$ cat src/rtl/pac_sprite_renderer_if.sv
// Pixel/ROM bundle between the VGA/motion side (master) and the sprite renderer (slave).
// Pure wiring; no latency and no backpressure.
interface pac_sprite_renderer_if;
  logic        frame_clk;
  logic [9:0]  DrawX;
  logic [9:0]  DrawY;
  logic [9:0]  PacX;
  logic [9:0]  PacY;
  logic [1:0]  dir;
  logic        moving;
  logic [15:0] rom_data;
  logic [6:0]  rom_addr;
  logic        pac_on;
  logic        mouth_open;
  logic [1:0]  dir_q;

  modport master (
    output frame_clk, DrawX, DrawY, PacX, PacY, dir, moving, rom_data,
    input  rom_addr, pac_on, mouth_open, dir_q
  );

  modport slave (
    input  frame_clk, DrawX, DrawY, PacX, PacY, dir, moving, rom_data,
    output rom_addr, pac_on, mouth_open, dir_q
  );
endinterface

$ cat src/rtl/pac_sprite_renderer.sv
// Pac-Man sprite renderer: scan position -> ROM row address, mouth animation, per-pixel pac_on.
// Latency: rom_addr 1 cycle, pac_on 2 cycles after DrawX/DrawY; 1 pixel/clock, never stalls.
module pac_sprite_renderer #(
  parameter int ANIM_FRAMES = 4
) (
  input  logic                  Clk,
  input  logic                  Reset_n,
  pac_sprite_renderer_if.slave  bus
);
  localparam int         PAC_SIZE = 16;
  localparam logic [3:0] CNT_LAST = 4'(ANIM_FRAMES - 1);

  logic        sync1_q, sync2_q, sync3_q;
  logic        frame_tick;
  logic [3:0]  cnt_q, cnt_d;
  logic        mouth_q, mouth_d;
  logic [1:0]  dir_r_q, dir_r_d;
  logic [6:0]  base;
  logic [10:0] pac_x_end, pac_y_end;
  logic [3:0]  dx_lo, dy_lo;
  logic        in_box;
  logic [6:0]  rom_addr_q, rom_addr_d;
  logic [3:0]  col_q;
  logic        in_box_q;
  logic        pac_on_q, pac_on_d;

  // sync3_q is the previous synchronised level, used for rising-edge detect
  always_ff @(posedge Clk or negedge Reset_n) begin
    if (!Reset_n) begin
      sync1_q <= 1'b0;
      sync2_q <= 1'b0;
      sync3_q <= 1'b0;
    end else begin
      sync1_q <= bus.frame_clk;
      sync2_q <= sync1_q;
      sync3_q <= sync2_q;
    end
  end

  assign frame_tick = sync2_q & ~sync3_q;

  always_comb begin
    cnt_d   = cnt_q;
    mouth_d = mouth_q;
    dir_r_d = dir_r_q;
    if (frame_tick) begin
      dir_r_d = bus.dir;
      if (!bus.moving) begin
        cnt_d   = 4'd0;
        mouth_d = 1'b1;
      end else if (cnt_q == CNT_LAST) begin
        cnt_d   = 4'd0;
        mouth_d = ~mouth_q;
      end else begin
        cnt_d = cnt_q + 4'd1;
      end
    end
  end

  always_ff @(posedge Clk or negedge Reset_n) begin
    if (!Reset_n) begin
      cnt_q   <= 4'd0;
      mouth_q <= 1'b1;
      dir_r_q <= 2'b00;
    end else begin
      cnt_q   <= cnt_d;
      mouth_q <= mouth_d;
      dir_r_q <= dir_r_d;
    end
  end

  // Closed sprite overrides direction; the ghost row block at 32 is never selected
  always_comb begin
    base = 7'd16;
    if (mouth_q) begin
      case (dir_r_q)
        2'b00:   base = 7'd0;
        2'b01:   base = 7'd80;
        2'b10:   base = 7'd48;
        default: base = 7'd64;
      endcase
    end
  end

  // 11-bit bounds so a sprite parked near column/row 1023 does not wrap
  assign pac_x_end = {1'b0, bus.PacX} + 11'(PAC_SIZE);
  assign pac_y_end = {1'b0, bus.PacY} + 11'(PAC_SIZE);
  assign in_box = ({1'b0, bus.DrawX} >= {1'b0, bus.PacX}) && ({1'b0, bus.DrawX} < pac_x_end) &&
                  ({1'b0, bus.DrawY} >= {1'b0, bus.PacY}) && ({1'b0, bus.DrawY} < pac_y_end);
  assign dx_lo = bus.DrawX[3:0] - bus.PacX[3:0];
  assign dy_lo = bus.DrawY[3:0] - bus.PacY[3:0];

  assign rom_addr_d = in_box ? (base + {3'b000, dy_lo}) : 7'd0;
  assign pac_on_d   = in_box_q & bus.rom_data[4'd15 - col_q];

  always_ff @(posedge Clk or negedge Reset_n) begin
    if (!Reset_n) begin
      rom_addr_q <= 7'd0;
      col_q      <= 4'd0;
      in_box_q   <= 1'b0;
      pac_on_q   <= 1'b0;
    end else begin
      rom_addr_q <= rom_addr_d;
      col_q      <= dx_lo;
      in_box_q   <= in_box;
      pac_on_q   <= pac_on_d;
    end
  end

  assign bus.rom_addr   = rom_addr_q;
  assign bus.pac_on     = pac_on_q;
  assign bus.mouth_open = mouth_q;
  assign bus.dir_q      = dir_r_q;
endmodule
$ cat src/flat_wrapper.sv
// flat-port wrapper written by rule: the top's interface ports become plain ports
module pac_sprite_renderer_flat 
#(
  parameter int ANIM_FRAMES = 4
)
  (Clk, Reset_n, bus_frame_clk, bus_DrawX, bus_DrawY, bus_PacX, bus_PacY, bus_dir, bus_moving, bus_rom_data, bus_rom_addr, bus_pac_on, bus_mouth_open, bus_dir_q);
  pac_sprite_renderer_if bus_i ();
  input  logic Clk;
  input  logic Reset_n;
  input wire logic [$bits(bus_i.frame_clk)-1:0] bus_frame_clk;
  input wire logic [$bits(bus_i.DrawX)-1:0] bus_DrawX;
  input wire logic [$bits(bus_i.DrawY)-1:0] bus_DrawY;
  input wire logic [$bits(bus_i.PacX)-1:0] bus_PacX;
  input wire logic [$bits(bus_i.PacY)-1:0] bus_PacY;
  input wire logic [$bits(bus_i.dir)-1:0] bus_dir;
  input wire logic [$bits(bus_i.moving)-1:0] bus_moving;
  input wire logic [$bits(bus_i.rom_data)-1:0] bus_rom_data;
  output wire logic [$bits(bus_i.rom_addr)-1:0] bus_rom_addr;
  output wire logic [$bits(bus_i.pac_on)-1:0] bus_pac_on;
  output wire logic [$bits(bus_i.mouth_open)-1:0] bus_mouth_open;
  output wire logic [$bits(bus_i.dir_q)-1:0] bus_dir_q;
  assign bus_i.frame_clk = bus_frame_clk;
  assign bus_i.DrawX = bus_DrawX;
  assign bus_i.DrawY = bus_DrawY;
  assign bus_i.PacX = bus_PacX;
  assign bus_i.PacY = bus_PacY;
  assign bus_i.dir = bus_dir;
  assign bus_i.moving = bus_moving;
  assign bus_i.rom_data = bus_rom_data;
  assign bus_rom_addr = bus_i.rom_addr;
  assign bus_pac_on = bus_i.pac_on;
  assign bus_mouth_open = bus_i.mouth_open;
  assign bus_dir_q = bus_i.dir_q;
  pac_sprite_renderer #(.ANIM_FRAMES(ANIM_FRAMES)) u_core (.Clk(Clk), .Reset_n(Reset_n), .bus(bus_i));
endmodule
$ cat config.mk
export PLATFORM = sky130hd
export DESIGN_NAME = pac_sprite_renderer_flat
export DESIGN_NICKNAME = d
export VERILOG_FILES = /design/src/rtl/pac_sprite_renderer_if.sv /design/src/rtl/pac_sprite_renderer.sv /design/src/flat_wrapper.sv
export SDC_FILE = /design/constraint.sdc
export NUM_CORES = 1
export LEC_CHECK = 0
export ABC_AREA = 0
export BUFFER_PORTS_ARGS = -buffer_cell sky130_fd_sc_hd__buf_4
export CAP_MARGIN = 30
export CORE_MARGIN = 2
export CORE_UTILIZATION = 45
export CTS_CLUSTER_DIAMETER = 40
export CTS_CLUSTER_SIZE = 20
export DETAILED_ROUTE_END_ITERATION = 10
export PLACE_DENSITY = 0.72
export SLEW_MARGIN = 5
export SYNTH_ARGS = -nofsm -noshare
export SYNTH_HDL_FRONTEND = slang
export SYNTH_SLANG_ARGS = --single-unit
$ cat constraint.sdc
create_clock -name Clk -period 4.7 [get_ports Clk]
set_clock_uncertainty 0.1 [all_clocks]
set_input_delay 0 -clock Clk [delete_from_list [all_inputs] [get_ports Clk]]
set_output_delay 0 -clock Clk [all_outputs]
set_load 0.02 [all_outputs]
==> results.py <==
metrics = {
    "outcome": {
        "violations": "hold timing",
        "outcome": "finished with violations",
    },
    "place": {
        "hpwl_mm": 3.71,
        "port_buffers": 72,
        "gp_congestion": 0.787,
    },
    "run": {
        "cap_viol_max_count": 0,
    },
    "worst_setup_path": {
        "crit_required_ns": 4.72,
        "cpPeakStageDelay_ns": 0.55,
        "critPathMaxFanout": 8,
        "worstSetupPathType": "input port to flop",
        "end_kind": "flop",
        "crit_arrival_ns": 2.35,
        "path_cells": "dlygate4sd3_1 -> buf_4 -> ha_1 -> inv_1 -> fa_1 -> a21oi_1 -> nor2_1 -> o31a_1 -> o311ai_2 -> nor3_1",
        "slowest_stage": "dlygate4sd3_1",
        "critPathLaunchType": "input port",
    },
    "power_and_ir_drop": {
        "p_leak_nw": 1.46,
        "power.switching_mw": 0.170,
        "irDropWorstVdd_mv": 0.111,
        "p_seq_share_pct": 40.9,
        "swShare_pct": 30.4,
        "p_int_mw": 0.390,
        "pwr-share-clk_pct": 21.1,
        "p_per_area_mw_per_mm2": 203,
        "combPwrFrac_pct": 38.0,
    },
    "timing": {
        "slew_headroom_pct": 60.0,
        "fin_crit_sh_pct": 49.6,
        "rsz0062_at_grt": "false",
        "tns_ns": 0,
        "min_period_ns": 2.33,
        "final_hold_viol_count": 1,
        "max_freq_ghz": 0.429,
        "slew_viol_final": 0,
        "holdWs_ns": -0.00124,
        "setup_viol": 0,
        "worstMarginPinSlew_ns": 0.601,
    },
    "logic_synthesis": {
        "ys_warn_count": 0,
        "seq_area_frac_synth_pct": 28.5,
        "synth-seq-cells": 23,
        "syn_area_per_cell_sq_um": 9.70,
        "synthesis.area_sq_mm": 0.00203,
        "synth_top_area_share_pct": 27.2,
        "syn_nets": 311,
        "yosys.area.top_type": "dfrtp_1",
        "syn_inst": 209,
        "synth_top_cells_by_area": "dfrtp_1 (27%), ha_1 (23%), inv_1 (5.4%)",
        "ys_types": 38,
    },
    "route": {
        "dr.pass1.iters": 4,
        "antenna_left": 0,
        "wl_per_cell_um": 12.7,
        "viasPerCell": 5.25,
        "vias": 1806,
        "drc": 0,
        "wl_mm": 4.36,
        "first_iter_violations": 47,
    },
    "global_route": {
        "grt_pass1_vias": 1728,
        "grt_first_pass_wirelength_mm": 7.47,
        "antenna_found_initial": 0,
        "grt_max_degree": 24,
        "grt.overflow.total": 0,
        "grt_usage_pct": 18.3,
    },
    "clock_network": {
        "clockBufferDepth": 2,
        "post-cts-setup-buffer-count": 0,
        "insertion_delay_ns": 0.26,
        "clock-sinks": 23,
        "h-tree-depth": 1,
        "cts_tree": "built",
        "cts_inserted_buffers": 3,
        "root_buffer": "clkbuf_8",
        "clk_pin_slew_ns": 0.07,
        "cts_resized": 0,
    },
    "finish": {
        "antenna_cells": 0,
        "drive_above_1_share_pct": 27.1,
        "fin_nets": 395,
        "fillers": 383,
        "syn2layout_area_growth_pct": 35.9,
        "seqCellArea_sq_um": 577,
        "multi_input_area_sq_mm": 0.00134,
    },
    "worst_hold_path": {
        "hp-class": "input port to flop",
    },
    "floorplanning": {
        "rows": 24,
        "io_pins": 73,
        "dieArea_sq_mm": 0.00506,
        "die_x_um": 71.1,
        "core_sq_mm": 0.00435,
        "start_util_pct": 46.6,
        "die_height_um": 71.1,
    },
}
## cell usage after synthesis, drive strengths merged
library cell	count
a211o	1
a211oi	1
a21boi	2
a21o	7
a21oi	13
a31oi	1
and2	1
and3	4
and4	2
and4b	1
clkbuf	1
dfrtp	22
dfstp	1
fa	2
ha	38
inv	29
mux4	5
nand2	11
nand2b	2
nand3	13
nand3b	1
nand4	2
nand4b	1
nor2	6
nor2b	4
nor3	8
nor3b	1
o21a	1
o21ai	7
o221ai	1
o22a	1
o311ai	1
o31a	3
o31ai	3
o32ai	1
xnor2	10
xor2	1
## flip-flops by register name, summed over array words and instances (netlist names)
signal,count
u_core.cnt_q,4
u_core.bus.rom_addr,7
u_core.sync3_q,1
u_core.in_box_q,1
u_core.bus.pac_on,1
u_core.sync1_q,1
u_core.bus.dir_q,2
u_core.bus.mouth_open,1
u_core.sync2_q,1
u_core.col_q,4
## cell usage in the layout (no fill, tap or decap), drive strengths merged, types with 2 or more instances in the layout
master / n
dlygate4sd3: 8
a21o: 7
o31a: 3
o21ai: 7
nand3: 13
dfrtp: 22
nor2: 6
clkbuf: 4
buf: 72
fa: 2
a21oi: 13
and4: 2
nand4: 2
inv: 29
xnor2: 10
nor2b: 4
mux4: 5
a21boi: 2
nor3: 8
o31ai: 3
nand2b: 2
ha: 38
and3: 4
nand2: 11
## power by group through the flow
stage                     registers [mW]  logic (mW)  clock network, mW
final                              0.229       0.213              0.118
after global routing               0.231       0.240              0.131
after CTS                          0.229       0.215              0.120
after detailed placement           0.233       0.208                  0
after global placement             0.232       0.203                  0
after floorplan                    0.237       0.116                  0
## kinds of logic (layout without fill, tap and decap cells)
family,Yosys count,count (layout),synth area share (%)
AND/OR/NAND/NOR,57,57,14.9
AO/OA/AOI/OAI,43,43,14.6
adder cells (fa/ha/maj),40,40,25.4
buffers and inverters,30,113,5.56
flip-flops,23,23,28.5
XOR/XNOR,11,11,4.75
multiplexers,5,5,6.30
## layer usage
metal  track usage [%]  vias to the layer above  routed length (um)
met5                 0                        -                   0
met4              6.50                        0                  66
met3              2.71                        6                 239
met2              31.2                       50                2140
met1              23.7                      834                1910
li1                  -                      916                   -
## path summary, 6_finish.rpt
kind / from / depth (start not counted) / slack, ns / to
min in group asynchronous: Reset_n / 2 / 0.06 / u_core.cnt_q[3]
max: bus_PacY[0] / 10 / 2.37 / u_core.bus.rom_addr[3]
max reg2reg: u_core.col_q[0] / 3 / 2.81 / u_core.bus.pac_on
min: bus_DrawX[0] / 4 / -0.001 / u_core.col_q[0]
max in group asynchronous: Reset_n / 2 / 4.16 / u_core.bus.mouth_open
min reg2reg: u_core.sync1_q / 0 / 0.26 / u_core.sync2_q
## cell type report
class / instances / share of cell area (%)
clock buffers: 4 / 1.64
inverters: 29 / 3.95
multi-input cells: 156 / 48.6
flip-flops and latches: 23 / 20.9
well taps: 52 / 2.36
repair buffers: 80 / 22.5
## metrics by stage
stage | std cells | util, % | setup slack, ns | area [sq um] | total power, mW
2_1_floorplan | 209 | - | 2.89 | 2030 | 0.353
3_3_place_gp | 332 | 60.4 | 2.63 | 2630 | 0.436
6_report | 344 | 63.2 | 2.37 | 2750 | 0.560
3_5_place_dp | 332 | 60.4 | 2.53 | 2630 | 0.441
5_1_grt | 344 | 63.2 | 2.16 | 2750 | 0.602
4_1_cts | 344 | 63.2 | 2.39 | 2750 | 0.563
## worst max-delay path, delay by kind of cell
family          cells  cell delay, ns
buf+inv             3            0.71
compound gates      3            0.92
simple gates        2            0.18
fa+ha+maj           2            0.54
## repair_timing
| item | in CTS | in global routing |
|---|---|---|
| hold buffers | 8 | 0 |
| endpoints found under the setup margin | 0 | 0 |
| endpoints found under the hold margin | 31 | 0 |
Power figures use the tool's default switching activity.
